[src/rtl/tinyrisc_pkg.sv]
// Shared TinyRISC types for the ID->EX boundary: payload layout, bubble constant, defaults.
package tinyrisc_pkg;

  localparam int unsigned TR_XLEN   = 32;
  localparam int unsigned TR_CTRL_W = 22;
  localparam logic [TR_XLEN-1:0] TR_NOP_INSTR = 32'h6800_0000;

  typedef struct packed {
    logic                 valid;
    logic [TR_XLEN-1:0]   pc;
    logic [TR_XLEN-1:0]   instr;
    logic [TR_XLEN-1:0]   a;
    logic [TR_XLEN-1:0]   b;
    logic [TR_XLEN-1:0]   op2;
    logic [TR_CTRL_W-1:0] ctrl;
    logic [TR_XLEN-1:0]   bt;
  } idex_payload_t;

  localparam idex_payload_t IDEX_BUBBLE = '{
    valid: 1'b0,
    pc:    '0,
    instr: TR_NOP_INSTR,
    a:     '0,
    b:     '0,
    op2:   '0,
    ctrl:  '0,
    bt:    '0
  };

endpackage

[src/rtl/idex_slot.sv]
// One ID->EX payload register: clear (reset or squash) beats load, load beats hold.
module idex_slot
  import tinyrisc_pkg::*;
#(
  parameter logic [TR_XLEN-1:0] NopInstr = TR_NOP_INSTR
) (
  input  logic          clk_i,
  input  logic          rst_i,
  input  logic          load_i,
  input  logic          clear_i,
  input  idex_payload_t d_i,
  output idex_payload_t q_o
);

  idex_payload_t bubble;
  idex_payload_t slot_d, slot_q;

  always_comb begin
    bubble       = IDEX_BUBBLE;
    bubble.instr = NopInstr;
  end

  always_comb begin
    slot_d = slot_q;
    if (clear_i) begin
      slot_d = bubble;
    end else if (load_i) begin
      slot_d = d_i;
    end
  end

  always_ff @(posedge clk_i) begin
    if (rst_i) begin
      slot_q <= bubble;
    end else begin
      slot_q <= slot_d;
    end
  end

  assign q_o = slot_q;

endmodule

[src/rtl/idex_stage_reg.sv]
// ID->EX pipeline register: DEPTH valid-tagged slots with stall/flush/bubble handling and
// saturating stall/bubble counters.
module idex_stage_reg
  import tinyrisc_pkg::*;
#(
  parameter int unsigned        XLEN      = TR_XLEN,
  parameter int unsigned        CTRL_W    = TR_CTRL_W,
  parameter int unsigned        DEPTH     = 1,
  parameter int unsigned        CNT_W     = 16,
  parameter logic [XLEN-1:0]    NOP_INSTR = TR_NOP_INSTR
) (
  input  logic              clk,
  input  logic              rst,
  input  logic              in_valid,
  input  logic              stall,
  input  logic              flush,
  input  logic              cnt_clr,
  input  logic [XLEN-1:0]   pc,
  input  logic [XLEN-1:0]   instruction,
  input  logic [XLEN-1:0]   a,
  input  logic [XLEN-1:0]   b,
  input  logic [XLEN-1:0]   op2,
  input  logic [XLEN-1:0]   branch_target,
  input  logic [CTRL_W-1:0] control,
  output logic              out_valid,
  output logic [XLEN-1:0]   pcc,
  output logic [XLEN-1:0]   instr,
  output logic [XLEN-1:0]   ao,
  output logic [XLEN-1:0]   bo,
  output logic [XLEN-1:0]   oppo,
  output logic [XLEN-1:0]   bto,
  output logic [CTRL_W-1:0] co,
  output logic [CNT_W-1:0]  stall_cnt,
  output logic [CNT_W-1:0]  bubble_cnt
);

  // The payload struct has fixed field widths, so XLEN/CTRL_W must match the package.
  if (DEPTH < 1 || DEPTH > 4) begin : gen_bad_depth
    $error("idex_stage_reg: DEPTH must be in 1..4");
  end
  if (CNT_W < 2) begin : gen_bad_cnt_w
    $error("idex_stage_reg: CNT_W must be at least 2");
  end
  if (XLEN != TR_XLEN || CTRL_W != TR_CTRL_W) begin : gen_bad_width
    $error("idex_stage_reg: XLEN/CTRL_W must match tinyrisc_pkg");
  end

  localparam logic [CNT_W-1:0] CntMax = '1;

  idex_payload_t in_payload;
  idex_payload_t slot_q [DEPTH];

  always_comb begin
    in_payload       = IDEX_BUBBLE;
    in_payload.instr = NOP_INSTR;
    if (in_valid) begin
      in_payload.valid = 1'b1;
      in_payload.pc    = pc;
      in_payload.instr = instruction;
      in_payload.a     = a;
      in_payload.b     = b;
      in_payload.op2   = op2;
      in_payload.ctrl  = control;
      in_payload.bt    = branch_target;
    end
  end

  for (genvar k = 0; k < DEPTH; k++) begin : gen_slot
    idex_payload_t slot_d;
    if (k == 0) begin : gen_head
      assign slot_d = in_payload;
    end else begin : gen_tail
      assign slot_d = slot_q[k-1];
    end
    idex_slot #(
      .NopInstr (NOP_INSTR)
    ) u_slot (
      .clk_i   (clk),
      .rst_i   (rst),
      .load_i  (!stall),
      .clear_i (flush),
      .d_i     (slot_d),
      .q_o     (slot_q[k])
    );
  end

  assign out_valid = slot_q[DEPTH-1].valid;
  assign pcc       = slot_q[DEPTH-1].pc;
  assign instr     = slot_q[DEPTH-1].instr;
  assign ao        = slot_q[DEPTH-1].a;
  assign bo        = slot_q[DEPTH-1].b;
  assign oppo      = slot_q[DEPTH-1].op2;
  assign bto       = slot_q[DEPTH-1].bt;
  assign co        = slot_q[DEPTH-1].ctrl;

  logic [CNT_W-1:0] stall_cnt_d, stall_cnt_q;
  logic [CNT_W-1:0] bubble_cnt_d, bubble_cnt_q;
  logic             stall_inc, bubble_inc;

  // A flush squashes the stall, and counts as a single bubble regardless of depth.
  assign stall_inc  = stall && !flush;
  assign bubble_inc = flush || (!stall && !in_valid);

  always_comb begin
    stall_cnt_d  = stall_cnt_q;
    bubble_cnt_d = bubble_cnt_q;
    if (cnt_clr) begin
      stall_cnt_d  = '0;
      bubble_cnt_d = '0;
    end else begin
      if (stall_inc && stall_cnt_q != CntMax) begin
        stall_cnt_d = stall_cnt_q + 1'b1;
      end
      if (bubble_inc && bubble_cnt_q != CntMax) begin
        bubble_cnt_d = bubble_cnt_q + 1'b1;
      end
    end
  end

  always_ff @(posedge clk) begin
    if (rst) begin
      stall_cnt_q  <= '0;
      bubble_cnt_q <= '0;
    end else begin
      stall_cnt_q  <= stall_cnt_d;
      bubble_cnt_q <= bubble_cnt_d;
    end
  end

  assign stall_cnt  = stall_cnt_q;
  assign bubble_cnt = bubble_cnt_q;

endmodule

[config.mk]
export PLATFORM = sky130hd
export DESIGN_NAME = idex_stage_reg
export DESIGN_NICKNAME = d
export VERILOG_FILES = /design/src/rtl/tinyrisc_pkg.sv /design/src/rtl/idex_slot.sv /design/src/rtl/idex_stage_reg.sv
export SDC_FILE = /design/constraint.sdc
export NUM_CORES = 1
export LEC_CHECK = 0
export BUFFER_PORTS_ARGS = -buffer_cell sky130_fd_sc_hd__buf_2
export CORE_MARGIN = 10
export CORE_UTILIZATION = 40
export DETAILED_ROUTE_END_ITERATION = 10
export GPL_TIMING_DRIVEN = 1
export PLACE_DENSITY = 0.76
export SYNTH_ARGS = -nofsm -noshare
export SYNTH_HDL_FRONTEND = slang
export SYNTH_HIERARCHICAL = 1
export SYNTH_SLANG_ARGS = --single-unit
[constraint.sdc]
create_clock -name clk -period 5.87 [get_ports clk]
set_input_delay 0.587 -clock clk [delete_from_list [all_inputs] [get_ports clk]]
set_output_delay 0.587 -clock clk [all_outputs]
set_load 0.005 [all_outputs]
==> metrics.md <==
| Metric | Value |
|---|---|
| Setup TNS | `0 ps` |
| Iter 0 DRT Violations | `between 400 and 500` |
| Gate family responsible for the most delay along the worst path | `simple AND/OR/NAND/NOR gates` |
| TritonCTS Buffers | `26` |
| Adder-Cell Fraction of Synth Area | `0.00233` |
| Synthesized instance count | `1,126` |
| CTS Buffer Depth | `3` |
| Hold WC Path Type | `in -> reg` |
| Clock network fraction of total power | `0.441` |
| Final count of negative-setup-slack endpoints | `0` |
| Leading cell types by total area after synthesis | `sky130_fd_sc_hd__dfxtp_1 46%, sky130_fd_sc_hd__mux2i_1 20%, sky130_fd_sc_hd__and2_1 12%` |
| CP max stage delay | `1020 ps` |
| Max Fclk | `roughly 460 MHz` |
| Netlist area before placement | `~11,000 µm²` |
| Die width | `between 150 and 200 µm` |
| Clk Latency, worst-skew pair | `roughly 520 ps` |
| Fraction of synthesized cell area in xor and xnor cells | `0.00163` |
| Outcome | `finished clean` |
| Sw frac | `0.226` |
| Cell type with the highest aggregate area in the netlist | `sky130_fd_sc_hd__dfxtp_1` |
| Max-cap violations | `0` |
| Number of enable flip-flop cells after synthesis | `0` |
| Total via count after detailed routing | `9,349` |
| Worst-path clk slew | `60 ps` |
| Worst path cell trace | `nand4_1 -> nor4_1 -> o21ai_0 -> a21oi_1` |
| Total leakage power | `between 6 and 7 nW` |
| Mean instance size in the synthesized netlist | `between 9 and 10 µm²` |
| Internal power of the cells | `2.87 mW` |
| Share of the synthesized area in the top cell type | `0.460` |
| Cell at the root of the clock tree | `sky130_fd_sc_hd__clkbuf_16` |
| Pin count of the biggest net entering global routing | `roughly 120` |
| Row count | `59` |
| Quantity of hold-fixing buffers added after cts | `0` |
| Sink Count | `247` |
| Number of register bits inferred by synthesis | `between 200 and 250` |
| Wire length per cell after detailed routing | `17.6 µm` |
| Synth Area in Compound Gates | `0.0347` |
| Overall die area | `about 34,000 µm²` |
| Basic-gate share of the synthesized area counting and, or, nand and nor cells | `0.249` |
| First-pass GRT wire length | `slightly above 50,000 µm` |
| Number of buffer and inverter instances along the worst setup path | `0` |
| Sequential area share after synthesis | `0.460` |
| Psw | `around 0.84 mW` |
| Post-synth net total | `1,348` |
| Die outline height | `184 µm` |
| Category of the most critical setup path | `reg -> reg` |
| H-tree levels | `1` |
| Maximum fanout along the worst path | `10` |
| Register share of total power | `0.465` |
| Leading register cell type out of synthesis | `sky130_fd_sc_hd__dfxtp_1` |
| Num ports | `467` |
| Clock tree from TritonCTS | `yes` |
| HPWL after detailed placement | `24,700 µm` |
| Count of buffers from port buffering | `roughly 470` |
| Area growth, synth to finish | `29.3%` |
| Congestion Overflow GR | `0` |
| Final routed DRC violation total | `0` |
| Relative slew margins | `0.225` |
| GRT Resource Usage Total | `0.181` |
| Worst clock skew | `6.20 ps` |
| Maximum vdd drop | `0.000203 V` |
| Worst path arrival time | `2630 ps` |
| Total of warnings raised by yosys | `6` |
| Setup repair after global routing missed its margin | `false` |
| Post-layout minimum cycle time | `2170 ps` |
| Slew of the pin with the lowest slew margin | `1150 ps` |
| Final Max Tran Viols | `0` |
| Count of nets left with antenna violations after detail routing | `0` |
| Final routed wirelength across all metal layers | `33,600 µm` |
| Nets@finish | `1,772` |
| Highest-delay cell along the critical path | `sky130_fd_sc_hd__nor4_1` |
| Share of flip-flops with an asynchronous set or reset after synthesis | `0` |
| Category of the worst setup path launch point | `flip-flop` |
| Area of the core region | `26,300 µm²` |
| Part of the cycle the worst path needs | `0.370` |
| Final Core Density | `0.529` |
| Pwr per Cell Area | `266 nW/µm²` |
| RD Place Congestion | `about 0.85` |
| Worst EP required | `6320 ps` |
| Via/cell ratio | `4.91` |
| Capturing element type of the critical path | `flip-flop` |
| Combinational family with the most area after synthesis | `simple AND/OR/NAND/NOR gates` |
| Mux cell area share after synthesis | `0.201` |
| Number of antenna violations at the first check in global routing | `2` |
| CTS resizes | `0` |
| Number of failing hold endpoints at the final stage | `0` |
| Number of setup buffers added after CTS | `0` |
| Total iterations of the first detailed-routing run | `4` |
| Combinational power share | `0.094` |
| Number of global-route vias before repair | `9,291` |
| Unique cell type count in the Yosys netlist | `39` |
| Initial core utilization | `0.409` |
| Share of post-route cells with drive strength above 1 | `0.333` |
| Number of filler instances in the final layout | `2,412` |
## registers in the layout, indices dropped and copies added, names as in the netlist
signal,cells
stall_cnt,16
gen_slot.u_slot/q_o,215
bubble_cnt,16
## logic make-up after synthesis
logic type               count (synthesis)
AO/OA/AOI/OAI                           59
XOR/XNOR                                 2
adder cells (fa/ha/maj)                  2
buffers and inverters                   83
flip-flops                             247
multiplexers                           216
AND/OR/NAND/NOR                        517
## metrics by stage
step                      total power [mW]  hold WS [ps]  area (µm²)  std cells  setup WS, ps
final                                 3.71           340       13900       1905          3700
after global placement                2.10           447       13100       1857          3350
after CTS                             3.76           311       13900       1902          3700
after floorplan                       1.99           465       10800       1126          3750
after global routing                  3.85           358       13900       1904          3360
after detailed placement              2.11           453       13100       1857          3300
## cell type report
type | instances | area (µm²) | share of cell area
clock inverter | 1 | 30.0 | 0.00216
tap | 335 | 419 | 0.0301
multi-input combinational | 796 | 5260 | 0.378
antenna | 3 | 7.51 | 0.000540
sequential | 247 | 4940 | 0.356
timing repair buffer | 472 | 2390 | 0.172
inverter | 7 | 33.8 | 0.00243
clock buffer | 44 | 820 | 0.0589
## power groups by stage
stage	logic [mW]	registers [mW]	clock network, mW
final	0.349	1.72	1.63
after global routing	0.385	1.73	1.74
after CTS	0.353	1.72	1.68
after detailed placement	0.350	1.76	0
after global placement	0.344	1.76	0
after floorplan	0.223	1.76	0
## layout by cell type (no fill, tap or decap), types with 7 or more instances in the layout
master	synthesis	routed
sky130_fd_sc_hd__dfxtp_1	247	247
sky130_fd_sc_hd__clkbuf_16	0	27
sky130_fd_sc_hd__mux2i_1	216	216
sky130_fd_sc_hd__nand2_1	15	15
sky130_fd_sc_hd__clkbuf_1	29	9
sky130_fd_sc_hd__and2_1	211	211
sky130_fd_sc_hd__clkbuf_8	0	8
sky130_fd_sc_hd__buf_2	8	465
sky130_fd_sc_hd__a21oi_1	22	22
sky130_fd_sc_hd__or4_1	10	10
sky130_fd_sc_hd__o21ai_0	13	13
sky130_fd_sc_hd__nor2_2	10	10
sky130_fd_sc_hd__nand4_1	8	8
sky130_fd_sc_hd__nor3_1	8	8
sky130_fd_sc_hd__nor2_1	208	208
sky130_fd_sc_hd__or3_1	13	13
sky130_fd_sc_hd__o31ai_1	7	7
sky130_fd_sc_hd__nand3_1	11	11
## final timing paths
kind                               startpoint                     endpoint  slack [ps]  depth (start not counted)
hold reg to reg   gen_slot[0].u_slot/q_o[177]  gen_slot[0].u_slot/q_o[177]         480                          2
hold / removal                            rst  gen_slot[0].u_slot/q_o[180]         340                          3
setup / recovery                 stall_cnt[8]                 stall_cnt[1]        3700                          4
setup reg to reg                 stall_cnt[8]                 stall_cnt[1]        3700                          4
## synth_stat cells, types with 3 or more instances
| library cell | count |
|---|---|
| sky130_fd_sc_hd__nand2_1 | 15 |
| sky130_fd_sc_hd__nand2b_1 | 5 |
| sky130_fd_sc_hd__or3_1 | 13 |
| sky130_fd_sc_hd__a21oi_1 | 22 |
| sky130_fd_sc_hd__nor2_1 | 208 |
| sky130_fd_sc_hd__o41ai_1 | 4 |
| sky130_fd_sc_hd__buf_4 | 17 |
| sky130_fd_sc_hd__nor4_1 | 4 |
| sky130_fd_sc_hd__and3_1 | 5 |
| sky130_fd_sc_hd__buf_2 | 8 |
| sky130_fd_sc_hd__o311ai_0 | 4 |
| sky130_fd_sc_hd__buf_6 | 22 |
| sky130_fd_sc_hd__nor3_1 | 8 |
| sky130_fd_sc_hd__nor2_2 | 10 |
| sky130_fd_sc_hd__or4_1 | 10 |
| sky130_fd_sc_hd__and4_1 | 5 |
| sky130_fd_sc_hd__inv_1 | 7 |
| sky130_fd_sc_hd__and2_1 | 211 |
| sky130_fd_sc_hd__nand3_1 | 11 |
| sky130_fd_sc_hd__mux2i_1 | 216 |
| sky130_fd_sc_hd__o31ai_1 | 7 |
| sky130_fd_sc_hd__o21a_1 | 3 |
| sky130_fd_sc_hd__clkbuf_1 | 29 |
| sky130_fd_sc_hd__dfxtp_1 | 247 |
| sky130_fd_sc_hd__o21ai_0 | 13 |
| sky130_fd_sc_hd__nand4_1 | 8 |
## tightest hold or removal path: stages
cell,delay (ps)
sky130_fd_sc_hd__buf_2,120
sky130_fd_sc_hd__nor2_1,70
sky130_fd_sc_hd__nand2_1,50
## layer usage
layer	up-vias	global-route usage	routed length, µm
met5	-	0	0
met4	0	0.0597	899
met3	52	0.0593	3030
met2	343	0.321	16700
met1	4346	0.200	12900
li1	4608	-	-
Note: power is estimated with default switching activity, not from simulation.
